File: config.mk
export PLATFORM = sky130hd
export DESIGN_NAME = load_store_unit_flat
export DESIGN_NICKNAME = d
export VERILOG_FILES = /design/src/rtl/load_store_unit_pkg.sv /design/src/rtl/load_store_unit_if.sv /design/src/rtl/load_store_unit_align.sv /design/src/rtl/load_store_unit.sv /design/src/flat_wrapper.sv
export SDC_FILE = /design/constraint.sdc
export NUM_CORES = 1
export LEC_CHECK = 0
export CAP_MARGIN = 20
export CORE_ASPECT_RATIO = 2
export CORE_MARGIN = 3
export CORE_UTILIZATION = 47
export DETAILED_ROUTE_END_ITERATION = 16
export PLACE_DENSITY_LB_ADDON = 0.2
export REMOVE_ABC_BUFFERS = 1
export SYNTH_ARGS = -nofsm -noshare
export SYNTH_HDL_FRONTEND = slang
export SYNTH_SLANG_ARGS = --single-unit
File: constraint.sdc
create_clock -name CLK -period 3.2 [get_ports CLK]
set_clock_uncertainty 0.1 [all_clocks]
set_input_delay 0.48 -clock CLK [delete_from_list [all_inputs] [get_ports CLK]]
set_output_delay 0.48 -clock CLK [all_outputs]
set_load 0.05 [all_outputs]
File: src/rtl/load_store_unit_pkg.sv
// Shared types for the load/store unit: is_LS field positions, access size codes,
// FSM state encoding and the alignment rule used by the optional misalign check.
package load_store_unit_pkg;

    localparam int LSU_XLEN     = 32;
    localparam int LSU_ADDR_W   = 32;
    localparam int LS_VALID_BIT = 3;
    localparam int LS_STORE_BIT = 2;

    typedef enum logic [1:0] {
        LS_NONE = 2'b00,
        LS_BYTE = 2'b01,
        LS_HALF = 2'b10,
        LS_WORD = 2'b11
    } ls_size_e;

    typedef enum logic [1:0] {
        ST_IDLE = 2'b00,
        ST_REQ  = 2'b01,
        ST_WAIT = 2'b10
    } lsu_state_e;

    function automatic logic is_misaligned(input ls_size_e size, input logic [1:0] lo);
        return ((size == LS_HALF) && lo[0]) || ((size == LS_WORD) && (lo != 2'b00));
    endfunction

endpackage

File: src/rtl/load_store_unit_if.sv
// Data-memory port of the LSU: req/gnt request phase plus rvld load-data return.
interface load_store_unit_if
    import load_store_unit_pkg::*;
#(
    parameter int XLEN   = LSU_XLEN,
    parameter int ADDR_W = LSU_ADDR_W
);
    logic              dmem_req;
    logic              dmem_we;
    logic [ADDR_W-1:0] dmem_addr;
    logic [3:0]        dmem_be;
    logic [XLEN-1:0]   dmem_wdata;
    logic              dmem_gnt;
    logic              dmem_rvld;
    logic [XLEN-1:0]   dmem_rdata;

    modport master (
        output dmem_req, dmem_we, dmem_addr, dmem_be, dmem_wdata,
        input  dmem_gnt, dmem_rvld, dmem_rdata
    );

    modport slave (
        input  dmem_req, dmem_we, dmem_addr, dmem_be, dmem_wdata,
        output dmem_gnt, dmem_rvld, dmem_rdata
    );
endinterface

File: src/rtl/load_store_unit_align.sv
// Combinational lane logic: byte enables, store-data replication and load
// extraction with sign/zero extension.
module load_store_unit_align
    import load_store_unit_pkg::*;
#(
    parameter int XLEN = LSU_XLEN
)
(
    input  ls_size_e        size,
    input  logic [1:0]      lo,
    input  logic            lsign,
    input  logic [XLEN-1:0] wdata,
    input  logic [XLEN-1:0] rdata,
    output logic [3:0]      be,
    output logic [XLEN-1:0] wdata_rep,
    output logic [XLEN-1:0] rdata_ext
);

    logic [7:0]  byte_sel;
    logic [15:0] half_sel;

    assign byte_sel = rdata[{lo, 3'b000} +: 8];
    assign half_sel = rdata[{lo[1], 4'b0000} +: 16];

    always_comb begin
        be        = 4'b0000;
        wdata_rep = wdata;
        rdata_ext = rdata;
        case (size)
            LS_BYTE: begin
                be        = 4'b0001 << lo;
                wdata_rep = {4{wdata[7:0]}};
                rdata_ext = {{(XLEN-8){lsign & byte_sel[7]}}, byte_sel};
            end
            LS_HALF: begin
                be        = 4'b0011 << {lo[1], 1'b0};
                wdata_rep = {2{wdata[15:0]}};
                rdata_ext = {{(XLEN-16){lsign & half_sel[15]}}, half_sel};
            end
            LS_WORD: begin
                be = 4'b1111;
            end
            default: ;
        endcase
    end

endmodule

File: src/rtl/load_store_unit.sv
// Execute/memory-stage load/store unit with a req/gnt/rvld data-memory port.
// Optional LSU_MISALIGN_CHECK_EN: misaligned half/word ops are dropped and flagged.
//
// state   | meaning
// IDLE    | no access in flight; new op may be accepted
// REQ     | dmem_req held with stable fields until dmem_gnt
// WAIT    | load granted, waiting for dmem_rvld
module load_store_unit
    import load_store_unit_pkg::*;
#(
    parameter int XLEN   = LSU_XLEN,
    parameter int ADDR_W = LSU_ADDR_W
)
(
    input  logic              CLK,
    input  logic              RSTN,
    input  logic [3:0]        ls_ctrl,
    input  logic              ls_lsign,
    input  logic [ADDR_W-1:0] ls_addr,
    input  logic [XLEN-1:0]   ls_wdata,
    input  logic [4:0]        ls_rd,
    input  logic              ls_flush,
    output logic              lsu_busy,
    load_store_unit_if.master dmem,
    output logic              wb_vld,
    output logic [4:0]        wb_rd,
    output logic [XLEN-1:0]   wb_data,
    output logic              lsu_misalign,
    output logic [ADDR_W-1:0] lsu_bad_addr
);

    lsu_state_e        state, state_nxt;
    ls_size_e          op_size, size_q;
    logic [ADDR_W-1:0] addr_q;
    logic [XLEN-1:0]   wdata_q;
    logic              sign_q, store_q;
    logic [4:0]        rd_q;
    logic              accept, bad_align, launch, in_req;
    logic [3:0]        be_w;
    logic [XLEN-1:0]   wdata_w, rdata_w;

    assign op_size = ls_size_e'(ls_ctrl[1:0]);
    assign accept  = (state == ST_IDLE) && ls_ctrl[LS_VALID_BIT] && !ls_flush;

`ifdef LSU_MISALIGN_CHECK_EN
    assign bad_align = is_misaligned(op_size, ls_addr[1:0]);
`else
    assign bad_align = 1'b0;
`endif

    // Size 00 and misaligned ops freeze only the accept cycle and never leave IDLE.
    assign launch   = accept && (op_size != LS_NONE) && !bad_align;
    assign lsu_busy = (state != ST_IDLE) || accept;

    always_ff @(posedge CLK or negedge RSTN) begin
        if (!RSTN) state <= ST_IDLE;
        else       state <= state_nxt;
    end

    always_comb begin
        state_nxt = state;
        case (state)
            ST_IDLE: if (launch)        state_nxt = ST_REQ;
            ST_REQ:  if (dmem.dmem_gnt) state_nxt = store_q ? ST_IDLE : ST_WAIT;
            ST_WAIT: if (dmem.dmem_rvld) state_nxt = ST_IDLE;
            default:                    state_nxt = ST_IDLE;
        endcase
    end

    always_ff @(posedge CLK or negedge RSTN) begin
        if (!RSTN) begin
            addr_q  <= '0;
            wdata_q <= '0;
            size_q  <= LS_NONE;
            sign_q  <= 1'b0;
            store_q <= 1'b0;
            rd_q    <= '0;
        end else if (launch) begin
            addr_q  <= ls_addr;
            wdata_q <= ls_wdata;
            size_q  <= op_size;
            sign_q  <= ls_lsign;
            store_q <= ls_ctrl[LS_STORE_BIT];
            rd_q    <= ls_rd;
        end
    end

    load_store_unit_align #(.XLEN(XLEN)) u_align (
        .size      (size_q),
        .lo        (addr_q[1:0]),
        .lsign     (sign_q),
        .wdata     (wdata_q),
        .rdata     (dmem.dmem_rdata),
        .be        (be_w),
        .wdata_rep (wdata_w),
        .rdata_ext (rdata_w)
    );

    assign in_req          = (state == ST_REQ);
    assign dmem.dmem_req   = in_req;
    assign dmem.dmem_we    = in_req && store_q;
    assign dmem.dmem_addr  = in_req ? {addr_q[ADDR_W-1:2], 2'b00} : '0;
    assign dmem.dmem_be    = in_req ? be_w : 4'b0000;
    assign dmem.dmem_wdata = in_req ? wdata_w : '0;

    always_ff @(posedge CLK or negedge RSTN) begin
        if (!RSTN) begin
            wb_vld  <= 1'b0;
            wb_rd   <= '0;
            wb_data <= '0;
        end else begin
            wb_vld <= (state == ST_WAIT) && dmem.dmem_rvld;
            if ((state == ST_WAIT) && dmem.dmem_rvld) begin
                wb_rd   <= rd_q;
                wb_data <= rdata_w;
            end
        end
    end

`ifdef LSU_MISALIGN_CHECK_EN
    logic              misalign_q;
    logic [ADDR_W-1:0] bad_addr_q;

    always_ff @(posedge CLK or negedge RSTN) begin
        if (!RSTN) begin
            misalign_q <= 1'b0;
            bad_addr_q <= '0;
        end else begin
            misalign_q <= accept && bad_align;
            if (accept && bad_align) bad_addr_q <= ls_addr;
        end
    end

    assign lsu_misalign = misalign_q;
    assign lsu_bad_addr = bad_addr_q;
`else
    assign lsu_misalign = 1'b0;
    assign lsu_bad_addr = '0;
`endif

endmodule

File: src/flat_wrapper.sv
// flat-port wrapper written by rule: the top's interface ports become plain ports
module load_store_unit_flat import load_store_unit_pkg::*;
#(
    parameter int XLEN   = LSU_XLEN,
    parameter int ADDR_W = LSU_ADDR_W
)
  (CLK, RSTN, ls_ctrl, ls_lsign, ls_addr, ls_wdata, ls_rd, ls_flush, lsu_busy, wb_vld, wb_rd, wb_data, lsu_misalign, lsu_bad_addr, dmem_dmem_req, dmem_dmem_we, dmem_dmem_addr, dmem_dmem_be, dmem_dmem_wdata, dmem_dmem_gnt, dmem_dmem_rvld, dmem_dmem_rdata);
  load_store_unit_if #(.XLEN(XLEN), .ADDR_W(ADDR_W)) dmem_i ();
  input  logic CLK;
  input  logic RSTN;
  input  logic [3:0] ls_ctrl;
  input  logic ls_lsign;
  input  logic [ADDR_W-1:0] ls_addr;
  input  logic [XLEN-1:0] ls_wdata;
  input  logic [4:0] ls_rd;
  input  logic ls_flush;
  output logic lsu_busy;
  output logic wb_vld;
  output logic [4:0] wb_rd;
  output logic [XLEN-1:0] wb_data;
  output logic lsu_misalign;
  output logic [ADDR_W-1:0] lsu_bad_addr;
  output wire logic [$bits(dmem_i.dmem_req)-1:0] dmem_dmem_req;
  output wire logic [$bits(dmem_i.dmem_we)-1:0] dmem_dmem_we;
  output wire logic [$bits(dmem_i.dmem_addr)-1:0] dmem_dmem_addr;
  output wire logic [$bits(dmem_i.dmem_be)-1:0] dmem_dmem_be;
  output wire logic [$bits(dmem_i.dmem_wdata)-1:0] dmem_dmem_wdata;
  input wire logic [$bits(dmem_i.dmem_gnt)-1:0] dmem_dmem_gnt;
  input wire logic [$bits(dmem_i.dmem_rvld)-1:0] dmem_dmem_rvld;
  input wire logic [$bits(dmem_i.dmem_rdata)-1:0] dmem_dmem_rdata;
  assign dmem_dmem_req = dmem_i.dmem_req;
  assign dmem_dmem_we = dmem_i.dmem_we;
  assign dmem_dmem_addr = dmem_i.dmem_addr;
  assign dmem_dmem_be = dmem_i.dmem_be;
  assign dmem_dmem_wdata = dmem_i.dmem_wdata;
  assign dmem_i.dmem_gnt = dmem_dmem_gnt;
  assign dmem_i.dmem_rvld = dmem_dmem_rvld;
  assign dmem_i.dmem_rdata = dmem_dmem_rdata;
  load_store_unit #(.XLEN(XLEN), .ADDR_W(ADDR_W)) u_core (.CLK(CLK), .RSTN(RSTN), .ls_ctrl(ls_ctrl), .ls_lsign(ls_lsign), .ls_addr(ls_addr), .ls_wdata(ls_wdata), .ls_rd(ls_rd), .ls_flush(ls_flush), .lsu_busy(lsu_busy), .dmem(dmem_i), .wb_vld(wb_vld), .wb_rd(wb_rd), .wb_data(wb_data), .lsu_misalign(lsu_misalign), .lsu_bad_addr(lsu_bad_addr));
endmodule
==> Word-level counts from Yosys, hierarchy flattened <==
Index checks and enable logic that the tools add are counted.
{ "op_classes": {"mux": 11, "reduce_logical": 11, "bitwise_logic": 2, "eq_ne": 8, "shift": 4} }
{ "op_table": {"columns": ["op", "count"], "rows": [
  ["$pmux W32 S2", 2],
  ["$mux W32", 2],
  ["$shiftx A32 B6 Y16", 1],
  ["$shiftx A32 B6 Y8", 1],
  ["$pmux W4 S3", 1],
  ["$mux W2", 4],
  ["$eq A2 B2 Y1 const B", 3],
  ["$pmux W2 S3", 1],
  ["$logic_and A1 B1 Y1", 5],
  ["$eq A2 B1 Y1 const B", 2],
  ["$mux W4", 1],
  ["$ne A2 B2 Y1 const B", 2],
  ["$reduce_bool A2 Y1", 2],
  ["$shl A1 B2 Y4 const A", 1],
  ["$shl A2 B2 Y4 const A", 1],
  ["$reduce_and A3 Y1", 1],
  ["$and A1 B1 Y1", 2],
  ["$logic_not A2 Y1", 1],
  ["$ne A2 B1 Y1 const B", 1],
  ["$logic_not A1 Y1", 1],
  ["$logic_or A1 B1 Y1", 1]
]} }
{ "word_totals": {"ff_bits": 113, "input_bits": 111} }

==> Longest topological paths before layout <==
Gate-level depths: netlist of run 1.
{ "logic_depth": {"depth_word": 6, "ltp_mapped": 7, "depth_no_buf": 6} }

==> By module <==
From an unflattened synthesis of run 1, not the netlist that was laid out.
{ "unflattened": {"cells_unflattened": 540, "hier_area_um2": 6067.1} }
{ "modules_own_cells": {"columns": ["mod", "cells_per_inst", "instances", "area_per_inst_um2", "seq_area_each_um2"], "rows": [
  ["load_store_unit", 358, 1, 4954.8, 2827.7],
  ["load_store_unit_align", 182, 1, 1112.3, 0.0]
]} }

==> Worst setup path after synthesis of run 1 <==
No wires, ideal clock.
{ "synth_timing": {"path_type": "flip-flop to output port", "startpoint": "reg u_core.size_q[0]", "endpoint": "out dmem_dmem_wdata[24]", "stages_incl_launch_ff": 7, "path_buffers": 3, "slack_ps": 188, "arrival_time_ps": 2432, "cell_sequence": "dfrtp_1 > inv_1 > ha_1 > buf_4 > buf_2 > buf_1 > a211oi_1"} }
{ "synth_via": {"elab_chain_len": 3} }
{ "synth_lines": {"columns": ["item", "line_no", "source"], "rows": [
  ["start, declared", "load_store_unit.sv:33", "ls_size_e op_size, size_q;"],
  ["start signal, assigned", "load_store_unit.sv:81", "size_q <= op_size;"],
  ["$eq A2 B2 Y1 / $eq A2 B1 Y1 (equally long branches)", "load_store_unit_align.sv:29", "case (size)"],
  ["$pmux W32 S2 (*)", "load_store_unit_align.sv:29", null],
  ["$mux W32 (*)", "load_store_unit.sv:104", "assign dmem.dmem_wdata = in_req ? wdata_w : '0;"],
  ["end, declared", "flat_wrapper.sv:27", "output wire logic [$bits(dmem_i.dmem_wdata)-1:0] dmem_dmem_wdata;"]
]} }
Mark *: on every way between the ends. The rest lies on a longest branch, timed or not.

==> Worst setup path in the final report of run 1 <==
{ "layout_timing": {"startpoint": "reg u_core.size_q[0]", "endpoint": "out dmem_dmem_wdata[8]"} }
Same word-level chain as after synthesis.

==> out/metrics.json, run 1 <==
{
  "timing.fmax": {"value": 333.1, "unit": "MHz"},
  "global_route.usage.total": {"value": 25.38, "unit": "%"},
  "cts_max_path_buffers": {"value": 2},
  "layout-drive-gt1-share": {"value": 23.24, "unit": "%"},
  "synth.ff_latch_count": {"value": 113},
  "io_pins": {"value": 253},
  "slowest_stage": {"value": "ha_1"},
  "worstPathRequired": {"value": 2.62, "unit": "ns"},
  "io_buffer_count": {"value": 217},
  "clock_sink_count": {"value": 113},
  "grt_pass1_wl": {"value": 27.63, "unit": "mm"},
  "layout.filler_cells": {"value": 915},
  "fin_worst_setup_slack": {"value": 0.1983, "unit": "ns"},
  "synth.lib_cells_used.distinct": {"value": 39},
  "max_slew_margin": {"value": 45.12, "unit": "%"},
  "pre_cts_slack": {"value": 0.6278, "unit": "ns"},
  "place.detailed.hpwl": {"value": 13.31, "unit": "mm"},
  "switchingPower": {"value": 3.570, "unit": "mW"},
  "std_cell_rows": {"value": 57},
  "max_stage_delay": {"value": 0.46, "unit": "ns"},
  "finalSetupViolations": {"value": 0},
  "grt_start_max_net_pins": {"value": 60},
  "detailroute.via_count": {"value": 5091},
  "clock_latency": {"value": 0.41, "unit": "ns"},
  "rr_startpoint": {"value": "u_core.size_q[0]$_DFFE_PN0P_"},
  "floorplan.core_area": {"value": 0.01227, "unit": "sq mm"},
  "h-tree-depth": {"value": 4},
  "critical_path.cell_chain": {"value": "inv_1, ha_1, inv_1, nand2_1, a22oi_1, nor2_1, buf_12"},
  "crit_top_cell": {"value": "inv_1"},
  "tritoncts.num_buffers": {"value": 17},
  "crit-reg2reg-capture": {"value": "u_core.wb_data[23]$_DFFE_PN0P_"},
  "initial_antenna_violation_count": {"value": 0},
  "grt_pass1_vias": {"value": 5375},
  "gpl.final_weighted_congestion": {"value": 0.8483},
  "routed_wirelength": {"value": 17.88, "unit": "mm"},
  "syn-instance-count": {"value": 571},
  "worst_setup_path_endpoint": {"value": "dmem_dmem_wdata[8]"},
  "num-nets-final": {"value": 899},
  "total_leakage_power": {"value": 3.786, "unit": "nW"},
  "firstDrtPassIters": {"value": 4},
  "cts-hold-fix-buffers": {"value": 0},
  "status": {"value": "finished clean"},
  "slew_viol_final": {"value": 0},
  "cp_data_arrival_time": {"value": 2.42, "unit": "ns"},
  "p_total": {"value": 8.282, "unit": "mW"},
  "globalRouteOverflowTotal": {"value": 0},
  "cts.repair.resized": {"value": 0},
  "cell_internal_pwr": {"value": 4.712, "unit": "mW"},
  "crit_path_max_fanout": {"value": 11},
  "flow.area_growth_from_synthesis": {"value": 48.57, "unit": "%"},
  "syn-mean-instance-area": {"value": 10.44, "unit": "sq um"},
  "post-cts-setup-buffers": {"value": 0},
  "switching_share": {"value": 43.11, "unit": "%"},
  "power.density_cell_area": {"value": 935.2, "unit": "mW/mm^2"},
  "drt_first_iter_violations": {"value": 224},
  "floorplan.initialDensity": {"value": 48.59, "unit": "%"},
  "power.ir.vdd_worst": {"value": 0.6160, "unit": "mV"},
  "rsz0062_at_grt": {"value": "no"},
  "chipWidth": {"value": 85.63, "unit": "um"},
  "p_clk_share": {"value": 22.2, "unit": "%"},
  "p_seq_share": {"value": 28.3, "unit": "%"},
  "cts.reportedPaths.clkPinSlew": {"value": 0.05, "unit": "ns"},
  "r2r_setup_slack": {"value": 0.62, "unit": "ns"},
  "min_period_over_period": {"value": 93.80, "unit": "%"},
  "worst_pin_slew": {"value": 0.8232, "unit": "ns"},
  "endpoint_kind": {"value": "output port"},
  "vias_per_cell": {"value": 5.393},
  "worst-setup-path-type": {"value": "reg -> out"},
  "synth_seq_area_share": {"value": 47.44, "unit": "%"},
  "cp-start-kind": {"value": "flip-flop"},
  "post_route_cell_area": {"value": 0.008856, "unit": "sq mm"},
  "cp-startpoint": {"value": "u_core.size_q[0]$_DFFE_PN0P_"},
  "fin_crit": {"value": 3.002, "unit": "ns"},
  "die-area": {"value": 0.01415, "unit": "sq mm"},
  "final_hold_vio_count": {"value": 0},
  "master_cell_of_the_clock_root_buffer": {"value": "clkbuf_16"},
  "cts_tree": {"value": "built"},
  "route.detailed.wl_per_inst": {"value": 18.94, "unit": "um"},
  "number_of_nets_with_antenna_violations_after_detailed_routing": {"value": 0},
  "setup-tns-final": {"value": 0, "unit": "ns"},
  "combinational_share_of_power": {"value": 49.6, "unit": "%"},
  "worst_r2r_path_depth": {"value": 6},
  "max-cap-violations": {"value": 0},
  "dieHeight": {"value": 165.3, "unit": "um"},
  "synthesis.area": {"value": 0.005961, "unit": "sq mm"},
  "synthesis.yosys.warnings": {"value": 0},
  "min-delay-path-class": {"value": "in -> async"},
  "placed_area": {"value": 0.008282, "unit": "sq mm"},
  "route.detailed.drc": {"value": 0}
}
-- placed cells by master, fill, tap and decap left out, drive strengths merged, types with 2 or more instances in the layout --
cell type / count
and2: 41
nor2b: 24
conb: 35
o21a: 8
a21oi: 42
bufinv: 2
o21ai: 41
mux2i: 10
clkdlybuf4s50: 148
clkinv: 5
inv: 7
nor2: 54
clkinvlp: 3
dfrtp: 113
nand2: 22
nor3: 4
mux2: 71
a211oi: 8
or3: 7
ha: 4
buf: 84
o32ai: 7
nand2b: 4
clkbuf: 21
a22oi: 22
-- worst max-delay path, delay by kind of cell, from the launching register on --
kind                     cells  cell delay, ns
buffers and inverters        3            0.46
AND/OR/NAND/NOR              2            0.53
adder cells (fa/ha/maj)      1            0.46
flip-flops                   1            0.41
AO/OA/AOI/OAI                1            0.15
-- area by class of cell --
class / count / area [sq um] / area share [%]
Clock buffer: 21 / 460.4 / 5.199
Multi-Input combinational cell: 413 / 2756 / 31.12
Sequential cell: 113 / 2828 / 31.93
Antenna cell: 1 / 2.502 / 0.02826
Clock inverter: 10 / 111.4 / 1.257
Tap cell: 147 / 183.9 / 2.077
Inverter: 7 / 26.28 / 0.2967
Timing Repair Buffer: 232 / 2487 / 28.09
-- kinds of logic (layout without fill, tap and decap cells) --
| kind of cell | Yosys count | count (layout) | share of synthesized area, % |
|---|---|---|---|
| AO/OA/AOI/OAI | 135 | 135 | 13.96 |
| adder cells (fa/ha/maj) | 4 | 4 | 0.8397 |
| buffers and inverters | 79 | 270 | 8.627 |
| flip-flops | 113 | 113 | 47.44 |
| multiplexers | 81 | 81 | 15.09 |
| other | 1 | 36 | 0.06291 |
| AND/OR/NAND/NOR | 158 | 158 | 13.98 |
-- cell usage after synthesis (all sizes together) --
cell    instances  area [sq um]
o21ai          41         205.2
o21bai          1         7.510
and2           41         256.5
o22ai           1         12.51
inv             7         26.27
clkbuf         13         50.04
a22oi          22         165.2
mux2           71         799.5
o21a            8         60.06
a21oi          42         210.2
o32ai           7         61.31
a21o            1         7.510
mux2i          10         100.1
o21ba           1         16.27
a221oi          1         8.760
nand3b          1         20.02
nor3            4         30.03
nand2          22         98.85
a32o            1         10.01
o31ai           1         7.510
dfrtp         113          2828
nand2b          4         25.02
a211oi          8         60.06
or3             7         43.79
conb            1         3.750
ha              4         50.05
and3            1         6.260
nor2           54         202.7
buf            59         437.9
nor2b          24         150.1
-- registers in the layout, indices dropped and copies added (netlist names) --
name            flops
u_core.addr_q      32
u_core.rd_q         5
u_core.sign_q       1
u_core.size_q       2
u_core.state        2
u_core.store_q      1
u_core.wb_data     32
u_core.wb_rd        5
u_core.wb_vld       1
u_core.wdata_q     32
-- through the flow --
step	std cells	utilization, %	hold slack (ns)
4_1_cts	943	72.17	0.08298
2_1_floorplan	533	-	0.08441
5_1_grt	943	72.17	0.1110
3_5_place_dp	912	67.51	0.3579
3_3_place_gp	912	67.51	0.3449
6_report	944	72.20	0.06086
-- how the worst min path moves through the flow --
stage | start | endpoint | slack (ns)
after CTS | RSTN | u_core.wb_data[5]$_DFFE_PN0P_ | 0.08
after global placement | u_core.rd_q[2]$_DFFE_PN0P_ | u_core.wb_rd[2]$_DFFE_PN0P_ | 0.34
final | RSTN | u_core.size_q[0]$_DFFE_PN0P_ | 0.06
after floorplan | RSTN | u_core.addr_q[0]$_DFFE_PN0P_ | 0.08
after global routing | RSTN | u_core.size_q[0]$_DFFE_PN0P_ | 0.11
after detailed placement | u_core.rd_q[4]$_DFFE_PN0P_ | u_core.wb_rd[4]$_DFFE_PN0P_ | 0.36
-- power by group through the flow --
stage               clock (mW)  sequential (mW)  combinational, mW
finish                    1.83             2.34               4.11
CTS                       1.85             2.34               4.13
floorplan                    0             3.02               1.87
global route              1.92             2.41               4.35
detailed placement           0             2.35               4.12
global placement             0             2.32               4.03
-- per-layer routing --
| metal | part of all wire [%] | up-vias | track usage, % | wire, um |
|---|---|---|---|---|
| li1 | - | 2338 | - | - |
| met1 | 33 | 2484 | 25.55 | 5881 |
| met2 | 56 | 232 | 47.06 | 10090 |
| met3 | 7.1 | 37 | 6.157 | 1263 |
| met4 | 3.6 | 0 | 13.62 | 643 |
| met5 | 0 | - | 0 | 0 |
(Power assumes the default switching activity.)
==> inputs of run 2 (changes only) <==
--- a/config.mk
+++ b/config.mk
@@ -8,8 +8,9 @@
 export CAP_MARGIN = 20
 export CORE_ASPECT_RATIO = 2
 export CORE_MARGIN = 3
-export CORE_UTILIZATION = 47
+export CORE_UTILIZATION = 60
 export DETAILED_ROUTE_END_ITERATION = 16
+export DONT_BUFFER_PORTS = 1
 export PLACE_DENSITY_LB_ADDON = 0.2
 export REMOVE_ABC_BUFFERS = 1
 export SYNTH_ARGS = -nofsm -noshare
==> out/metrics.json, run 2 (same netlist as run 1, synthesis figures left out) <==
{
  "fin_worst_setup_slack": {"value": 0.1998, "unit": "ns", "change": "+0.001546 ns"},
  "timing.fmax": {"value": 333.3, "unit": "MHz", "change": "about the same"},
  "grt_pass1_wl": {"value": 24.75, "unit": "mm", "change": "-10%"},
  "max_stage_delay": {"value": 0.62, "unit": "ns", "change": "+0.16 ns"},
  "slowest_stage": {"value": "ha_2"},
  "grt_util_met1": {"value": 27.72, "unit": "%", "change": "+2.2 points"},
  "slew_viol_final": {"value": 0, "change": "unchanged"},
  "routed_wirelength": {"value": 15.81, "unit": "mm", "change": "-12%"},
  "io_pins": {"value": 253, "change": "unchanged"},
  "cp_data_arrival_time": {"value": 2.42, "unit": "ns", "change": "about the same"},
  "rsz0062_at_grt": {"value": "no"},
  "floorplan.core_area": {"value": 0.009509, "unit": "sq mm", "change": "-22%"},
  "drt_first_iter_violations": {"value": 235, "change": "+4.9%"},
  "crit_path_max_fanout": {"value": 22, "change": "+11"},
  "global_route.usage.total": {"value": 27.93, "unit": "%", "change": "+2.5 points"},
  "num-nets-final": {"value": 704, "change": "-22%"},
  "die-area": {"value": 0.01124, "unit": "sq mm", "change": "-21%"},
  "fin_crit": {"value": 3.000, "unit": "ns", "change": "-0.001546 ns"},
  "chipWidth": {"value": 76.48, "unit": "um", "change": "-11%"},
  "flow.area_growth_from_synthesis": {"value": 12.97, "unit": "%"},
  "min_period_over_period": {"value": 93.76, "unit": "%", "change": "about the same"},
  "gpl.final_weighted_congestion": {"value": 0.8577, "change": "+1.1%"},
  "firstDrtPassIters": {"value": 7, "change": "+3"},
  "tritoncts.num_buffers": {"value": 17, "change": "unchanged"},
  "globalRouteOverflowTotal": {"value": 0, "change": "unchanged"},
  "io_buffer_count": {"value": 0, "change": "-100%"},
  "place.detailed.hpwl": {"value": 11.13, "unit": "mm", "change": "-16%"},
  "reg.largest.list": {"value": "u_core.addr_q (32), u_core.wb_data (32), u_core.wdata_q (32)"},
  "worst-setup-path-type": {"value": "reg -> out"},
  "std_cell_rows": {"value": 50, "change": "-12%"},
  "cp-startpoint": {"value": "u_core.size_q[0]$_DFFE_PN0P_"},
  "power.density_cell_area": {"value": 1112, "unit": "mW/mm^2", "change": "+19%"},
  "final_hold_vio_count": {"value": 0, "change": "unchanged"},
  "mostFrequentLayoutCell": {"value": "dfrtp_1"},
  "clock_latency": {"value": 0.40, "unit": "ns", "change": "about the same"},
  "h-tree-depth": {"value": 4, "change": "unchanged"},
  "placed_area": {"value": 0.006096, "unit": "sq mm", "change": "-26%"},
  "grt_pass1_vias": {"value": 4684, "change": "-13%"},
  "post_route_cell_area": {"value": 0.006734, "unit": "sq mm", "change": "-24%"},
  "max-cap-violations": {"value": 0, "change": "unchanged"},
  "master_cell_of_the_clock_root_buffer": {"value": "clkbuf_16"},
  "detailroute.via_count": {"value": 4344, "change": "-15%"},
  "critical-path-top-delay-family": {"value": "adder cells"},
  "min-delay-path-class": {"value": "in -> reg"},
  "cts_tree": {"value": "built"},
  "hp-start": {"value": "dmem_dmem_gnt"},
  "floorplan.initialDensity": {"value": 62.68, "unit": "%", "change": "+14 points"},
  "finalSetupViolations": {"value": 0, "change": "unchanged"},
  "cts.reportedPaths.clkPinSlew": {"value": 0.05, "unit": "ns", "change": "about the same"},
  "most-common-layout-cells": {"value": "dfrtp_1 (113), mux2_2 (63), nor2_1 (54), a21oi_1 (42), and2_1 (41)"},
  "dieHeight": {"value": 147.0, "unit": "um", "change": "-11%"},
  "layout.filler_cells": {"value": 740, "change": "-19%"},
  "vias_per_cell": {"value": 5.934, "change": "+10%"},
  "cts_max_path_buffers": {"value": 2, "change": "unchanged"},
  "number_of_nets_with_antenna_violations_after_detailed_routing": {"value": 0, "change": "unchanged"},
  "power.ir.vdd_worst": {"value": 0.7007, "unit": "mV", "change": "+14%"},
  "met3_track_usage_gr": {"value": 9.571, "unit": "%", "change": "+3.4 points"},
  "use_met2": {"value": 51.01, "unit": "%", "change": "+4.0 points"},
  "final_core_utilization": {"value": 70.82, "unit": "%", "change": "-1.4 points"},
  "total_leakage_power": {"value": 2.887, "unit": "nW", "change": "-24%"},
  "route.detailed.drc": {"value": 0, "change": "unchanged"},
  "route.detailed.wl_per_inst": {"value": 21.60, "unit": "um", "change": "+14%"},
  "pre_cts_slack": {"value": 0.6138, "unit": "ns", "change": "-0.01400 ns"},
  "clock_sink_count": {"value": 113, "change": "unchanged"},
  "max_slew_margin": {"value": 52.40, "unit": "%", "change": "+7.3 points"},
  "r2r_setup_slack": {"value": 0.73, "unit": "ns", "change": "+0.11 ns"},
  "worstPathBufferInverterCount": {"value": 2, "change": "-1"},
  "p_total": {"value": 7.488, "unit": "mW", "change": "-9.6%"},
  "status": {"value": "finished clean"},
  "layout-drive-gt1-share": {"value": 24.13, "unit": "%", "change": "+0.89 points"},
  "ff_latch_area": {"value": 0.002828, "unit": "sq mm", "change": "unchanged"},
  "cp-start-kind": {"value": "flip-flop"},
  "multi_input_comb_area": {"value": 0.002794, "unit": "sq mm", "change": "+1.4%"},
  "rr_startpoint": {"value": "u_core.size_q[0]$_DFFE_PN0P_"},
  "grt-busiest-layer": {"value": "met2"},
  "initial_antenna_violation_count": {"value": 1, "change": "+1"},
  "grt_start_max_net_pins": {"value": 114, "change": "+90%"},
  "worstPathRequired": {"value": 2.62, "unit": "ns", "change": "about the same"},
  "hold-worst-slack": {"value": 0.09162, "unit": "ns", "change": "+0.03075 ns"},
  "critical_path.cell_chain": {"value": "inv_1, ha_2, nand2_1, a22oi_1, nor2_1, buf_4"},
  "worst_pin_slew": {"value": 0.7092, "unit": "ns", "change": "-0.1139 ns"},
  "endpoint_kind": {"value": "output port"}
}
==> run 2: cell types whose count changed in the layout (fill, tap and decap cells not counted) <==
cell	change
bufinv_16	+1
buf_16	+1
dlygate4sd3_1	+1
a211oi_1	-7
buf_4	-21
buf_12	-28
clkinv_2	-1
clkinvlp_4	+1
ha_1	-1
clkinv_4	-1
a211oi_2	+7
clkdlybuf4s50_1	-148
ha_2	+1
==> run 2: what timing repair did <==
item	4_1_cts	5_1_grt
setup buffers	0	0
setup endpoints to repair	0	1
hold endpoints to repair	113	113
resized for setup	0	1
==> run 2: worst paths after layout <==
check	end	cells after the start
worst max-delay path	dmem_dmem_wdata[9]	6
worst min-delay path	u_core.state[0]$_DFFE_PN0P_	1
worst max register to register	u_core.wb_data[18]$_DFFE_PN0P_	6
worst min register to register	u_core.wb_rd[3]$_DFFE_PN0P_	2
max in group asynchronous	u_core.wb_data[18]$_DFFE_PN0P_	2
min in group asynchronous	u_core.wb_vld$_DFF_PN0_	2
==> run 2: cell type report <==
| cell class | count | area share (%) |
|---|---|---|
| antenna | 1 | 0.03716 |
| clock buffer | 21 | 6.838 |
| clock inverter | 10 | 2.007 |
| inverter | 7 | 0.3902 |
| multi-input combinational | 413 | 41.49 |
| sequential | 113 | 41.99 |
| tap | 130 | 2.415 |
| timing repair buffer | 37 | 4.831 |
==> run 2: power by group <==
group | internal [mW] | switching [mW] | leakage, nW
sequential | 1.95 | 1.19 | 1.31
clock | 1.26 | 0.636 | 0.281
combinational | 0.857 | 1.60 | 1.29
total | 4.06 | 3.42 | 2.89
==> run 2: metal layers <==
metal | wire, um | up-vias | share of wire, %
met2 | 8896 | 234 | 56
met5 | 0 | - | 0
li1 | - | 1938 | -
met4 | 539 | 0 | 3.4
met3 | 1302 | 38 | 8.2
met1 | 5070 | 2134 | 32
==> run 2: stage by stage <==
| stage | setup TNS [ns] | cells |
|---|---|---|
| 3_3_place_gp | 0 | 698 |
| 5_1_grt | 0 | 732 |
| 4_1_cts | 0 | 729 |
| 6_report | 0 | 732 |
| 3_5_place_dp | 0 | 698 |
| 2_1_floorplan | -2.029 | 533 |
==> inputs of run 3 (changes only) <==
--- a/config.mk
+++ b/config.mk
@@ -9,6 +9,8 @@
 export CORE_ASPECT_RATIO = 2
 export CORE_MARGIN = 3
 export CORE_UTILIZATION = 60
+export CTS_BUF_LIST = sky130_fd_sc_hd__clkbuf_4 sky130_fd_sc_hd__clkbuf_8
+export CTS_CLUSTER_DIAMETER = 40
 export DETAILED_ROUTE_END_ITERATION = 16
 export DONT_BUFFER_PORTS = 1
 export PLACE_DENSITY_LB_ADDON = 0.2
==> constraint.sdc (replaced) <==
create_clock -name CLK -period 3.2 [get_ports CLK]
set_clock_uncertainty 0.1 [all_clocks]
set_input_delay 0.8 -clock CLK [delete_from_list [all_inputs] [get_ports CLK]]
set_output_delay 0.8 -clock CLK [all_outputs]
set_load 0.05 [all_outputs]
==> out/metrics.json, run 3 (same netlist as run 1, synthesis figures left out) <==
{
  "reg.largest.list": {"value": "u_core.addr_q (32), u_core.wb_data (32), u_core.wdata_q (32)"},
  "place.detailed.hpwl": {"value": 11.28, "unit": "mm", "change": "+1.3%"},
  "p_clk_share": {"value": 21.0, "unit": "%", "change": "-4.3 points"},
  "cp.depth": {"value": 6, "change": "unchanged"},
  "timing.fmax": {"value": 327.6, "unit": "MHz", "change": "-1.7%"},
  "violations": {"value": "hold timing"},
  "drt_first_iter_violations": {"value": 155, "change": "-34%"},
  "worst_setup_path_endpoint": {"value": "dmem_dmem_wdata[11]"},
  "max_slew_margin": {"value": 47.56, "unit": "%", "change": "-4.8 points"},
  "grt_start_max_net_pins": {"value": 114, "change": "unchanged"},
  "grt_pass1_wl": {"value": 24.69, "unit": "mm", "change": "-0.25%"},
  "slew_viol_final": {"value": 0, "change": "unchanged"},
  "std_cell_rows": {"value": 50, "change": "unchanged"},
  "clock_latency": {"value": 0.44, "unit": "ns", "change": "+0.04 ns"},
  "detailroute.via_count": {"value": 4394, "change": "+1.2%"},
  "worst-setup-path-type": {"value": "reg -> out"},
  "cts_tree": {"value": "built"},
  "min-delay-path-class": {"value": "in -> async"},
  "cts.reportedPaths.clkPinSlew": {"value": 0.07, "unit": "ns", "change": "+0.02 ns"},
  "rsz0062_at_grt": {"value": "yes"},
  "total_leakage_power": {"value": 2.840, "unit": "nW", "change": "-1.6%"},
  "use_met2": {"value": 49.38, "unit": "%", "change": "-1.6 points"},
  "dieHeight": {"value": 147.0, "unit": "um", "change": "unchanged"},
  "worstPathBufferInverterCount": {"value": 2, "change": "unchanged"},
  "power.ir.vdd_worst": {"value": 0.5765, "unit": "mV", "change": "-18%"},
  "firstDrtPassIters": {"value": 5, "change": "-2"},
  "master_cell_of_the_clock_root_buffer": {"value": "clkbuf_8"},
  "rr_startpoint": {"value": "u_core.size_q[1]$_DFFE_PN0P_"},
  "cp-start-kind": {"value": "flip-flop"},
  "io_pins": {"value": 253, "change": "unchanged"},
  "power.density_cell_area": {"value": 1066, "unit": "mW/mm^2", "change": "-4.1%"},
  "multi_input_comb_area": {"value": 0.002811, "unit": "sq mm", "change": "+0.63%"},
  "grt_pass1_vias": {"value": 4772, "change": "+1.9%"},
  "switchingPower": {"value": 3.345, "unit": "mW", "change": "-2.3%"},
  "grt_util_met1": {"value": 26.71, "unit": "%", "change": "-1.0 points"},
  "final_core_utilization": {"value": 69.63, "unit": "%", "change": "-1.2 points"},
  "status": {"value": "complete, but fails checks"},
  "vias_per_cell": {"value": 5.954, "change": "+0.33%"},
  "number_of_nets_with_antenna_violations_after_detailed_routing": {"value": 0, "change": "unchanged"},
  "endpoint_kind": {"value": "output port"},
  "cp-startpoint": {"value": "u_core.size_q[1]$_DFFE_PN0P_"},
  "switching_share": {"value": 47.39, "unit": "%", "change": "+1.7 points"},
  "post-cts-setup-buffers": {"value": 0, "change": "unchanged"},
  "crit-reg2reg-capture": {"value": "u_core.wb_data[26]$_DFFE_PN0P_"},
  "worst_pin_slew": {"value": 0.7813, "unit": "ns", "change": "+0.07205 ns"},
  "max-cap-violations": {"value": 0, "change": "unchanged"},
  "crit_path_max_fanout": {"value": 15, "change": "-32%"},
  "route.detailed.wl_per_inst": {"value": 21.15, "unit": "um", "change": "-2.1%"},
  "route.detailed.drc": {"value": 0, "change": "unchanged"},
  "worstPathRequired": {"value": 2.30, "unit": "ns", "change": "-0.32 ns"},
  "cp_data_arrival_time": {"value": 2.15, "unit": "ns", "change": "-0.27 ns"},
  "ff_latch_area": {"value": 0.002828, "unit": "sq mm", "change": "unchanged"},
  "global_route.usage.total": {"value": 28.11, "unit": "%", "change": "+0.18 points"},
  "layout-drive-gt1-share": {"value": 25.91, "unit": "%", "change": "+1.8 points"},
  "cell_internal_pwr": {"value": 3.714, "unit": "mW", "change": "-8.6%"},
  "final_hold_vio_count": {"value": 113, "change": "+113"},
  "floorplan.core_area": {"value": 0.009509, "unit": "sq mm", "change": "unchanged"},
  "h-tree-depth": {"value": 4, "change": "unchanged"},
  "met3_track_usage_gr": {"value": 10.49, "unit": "%", "change": "+0.92 points"},
  "fin_crit": {"value": 3.052, "unit": "ns", "change": "+0.05187 ns"},
  "critical_path.cell_chain": {"value": "inv_1, ha_2, and2_2, a22oi_1, nor2_1, buf_4"},
  "p_seq_share": {"value": 44.4, "unit": "%", "change": "+2.4 points"},
  "grt-busiest-layer": {"value": "met2"},
  "cts_max_path_buffers": {"value": 2, "change": "unchanged"},
  "mostFrequentLayoutCell": {"value": "dfrtp_1"},
  "min_period_over_period": {"value": 95.38, "unit": "%", "change": "+1.6 points"},
  "clock_sink_count": {"value": 113, "change": "unchanged"},
  "critical-path-top-delay-family": {"value": "simple AND/OR/NAND/NOR gates"},
  "chipWidth": {"value": 76.48, "unit": "um", "change": "unchanged"},
  "slowest_stage": {"value": "dfrtp_1"},
  "num-nets-final": {"value": 708, "change": "+0.57%"},
  "die-area": {"value": 0.01124, "unit": "sq mm", "change": "unchanged"},
  "hold-worst-slack": {"value": -0.05395, "unit": "ns", "change": "-0.1456 ns"},
  "layout.filler_cells": {"value": 771, "change": "+4.2%"},
  "most-common-layout-cells": {"value": "dfrtp_1 (113), mux2_2 (63), nor2_1 (54), a21oi_1 (42), and2_1 (40)"},
  "worst_r2r_path_depth": {"value": 7, "change": "+1"},
  "flow.area_growth_from_synthesis": {"value": 11.08, "unit": "%"},
  "r2r_setup_slack": {"value": 0.52, "unit": "ns", "change": "-0.21 ns"},
  "io_buffer_count": {"value": 0, "change": "unchanged"},
  "max_stage_delay": {"value": 0.41, "unit": "ns", "change": "-0.21 ns"},
  "finalSetupViolations": {"value": 0, "change": "unchanged"},
  "globalRouteOverflowTotal": {"value": 0, "change": "unchanged"},
  "routed_wirelength": {"value": 15.61, "unit": "mm", "change": "-1.3%"},
  "tritoncts.num_buffers": {"value": 17, "change": "unchanged"},
  "setup-tns-final": {"value": 0, "unit": "ns", "change": "unchanged"},
  "p_total": {"value": 7.059, "unit": "mW", "change": "-5.7%"},
  "floorplan.initialDensity": {"value": 62.68, "unit": "%", "change": "unchanged"},
  "gpl.final_weighted_congestion": {"value": 0.8449, "change": "-1.5%"},
  "initial_antenna_violation_count": {"value": 2, "change": "+1"},
  "combinational_share_of_power": {"value": 34.6, "unit": "%", "change": "+1.8 points"}
}
-- run 3: cell count changes in the layout (fill, tap and decap cells not counted), sizes merged --
cell,delta
dlygate4sd3,-1
clkinv,-2
clkbuf,+3
diode,+1
buf,+5
-- run 3: area by class of cell --
class                           instances  area share, %
Tap cell                              130          2.457
Clock buffer                           24          4.800
Sequential cell                       113          42.71
Timing Repair Buffer                   41          5.215
Clock inverter                          8          1.890
Inverter                                7         0.3968
Antenna cell                            2        0.07559
Multi-Input combinational cell        413          42.46
-- run 3: through the flow --
stage / worst slack, ns / std cells / hold WS [ns] / area (sq um)
2_1_floorplan: -0.5896 / 533 / 0.3315 / 5600
3_3_place_gp: 0.4972 / 704 / 0.3423 / 6153
3_5_place_dp: 0.3928 / 704 / 0.3577 / 6153
4_1_cts: 0.1317 / 736 / -0.08233 / 6616
5_1_grt: -0.01718 / 738 / -0.08346 / 6621
6_report: 0.1479 / 738 / -0.05395 / 6621
-- run 3: worst min path at each step --
stage | from | to | slack (ns)
2_1_floorplan | u_core.rd_q[0]$_DFFE_PN0P_ | u_core.wb_rd[0]$_DFFE_PN0P_ | 0.33
3_3_place_gp | u_core.rd_q[2]$_DFFE_PN0P_ | u_core.wb_rd[2]$_DFFE_PN0P_ | 0.34
3_5_place_dp | u_core.rd_q[2]$_DFFE_PN0P_ | u_core.wb_rd[2]$_DFFE_PN0P_ | 0.36
4_1_cts | RSTN | u_core.wb_data[24]$_DFFE_PN0P_ | -0.08
5_1_grt | RSTN | u_core.wb_vld$_DFF_PN0_ | -0.08
6_report | RSTN | u_core.wb_vld$_DFF_PN0_ | -0.05
-- run 3: worst reg2reg max path, stage by stage (launching register included) --
cell     delay [ns]
dfrtp_1        0.39
inv_1          0.12
ha_4           0.40
buf_4          0.26
buf_4          0.36
and3_1         0.69
a21oi_1        0.08
o21ai_0        0.19
-- run 3: routing by layer --
| layer | wire length [um] | vias up |
|---|---|---|
| met1 | 4960 | 2125 |
| met2 | 8513 | 261 |
| met4 | 801 | 0 |
| li1 | - | 1951 |
| met5 | 0 | - |
| met3 | 1334 | 57 |
-- run 3: timing repair --
item	in CTS	in global routing
gates resized for setup	6	0
pin swaps	0	0
setup endpoints to repair	17	3
hold endpoints to repair	113	113
-- run 3: power by group through the flow --
stage | logic, mW | clock network, mW | registers (mW)
2_1_floorplan | 1.87 | 0 | 3.02
4_1_cts | 2.45 | 1.51 | 3.14
3_5_place_dp | 2.41 | 0 | 3.16
3_3_place_gp | 2.35 | 0 | 3.13
5_1_grt | 2.64 | 1.57 | 3.20
6_report | 2.44 | 1.48 | 3.14
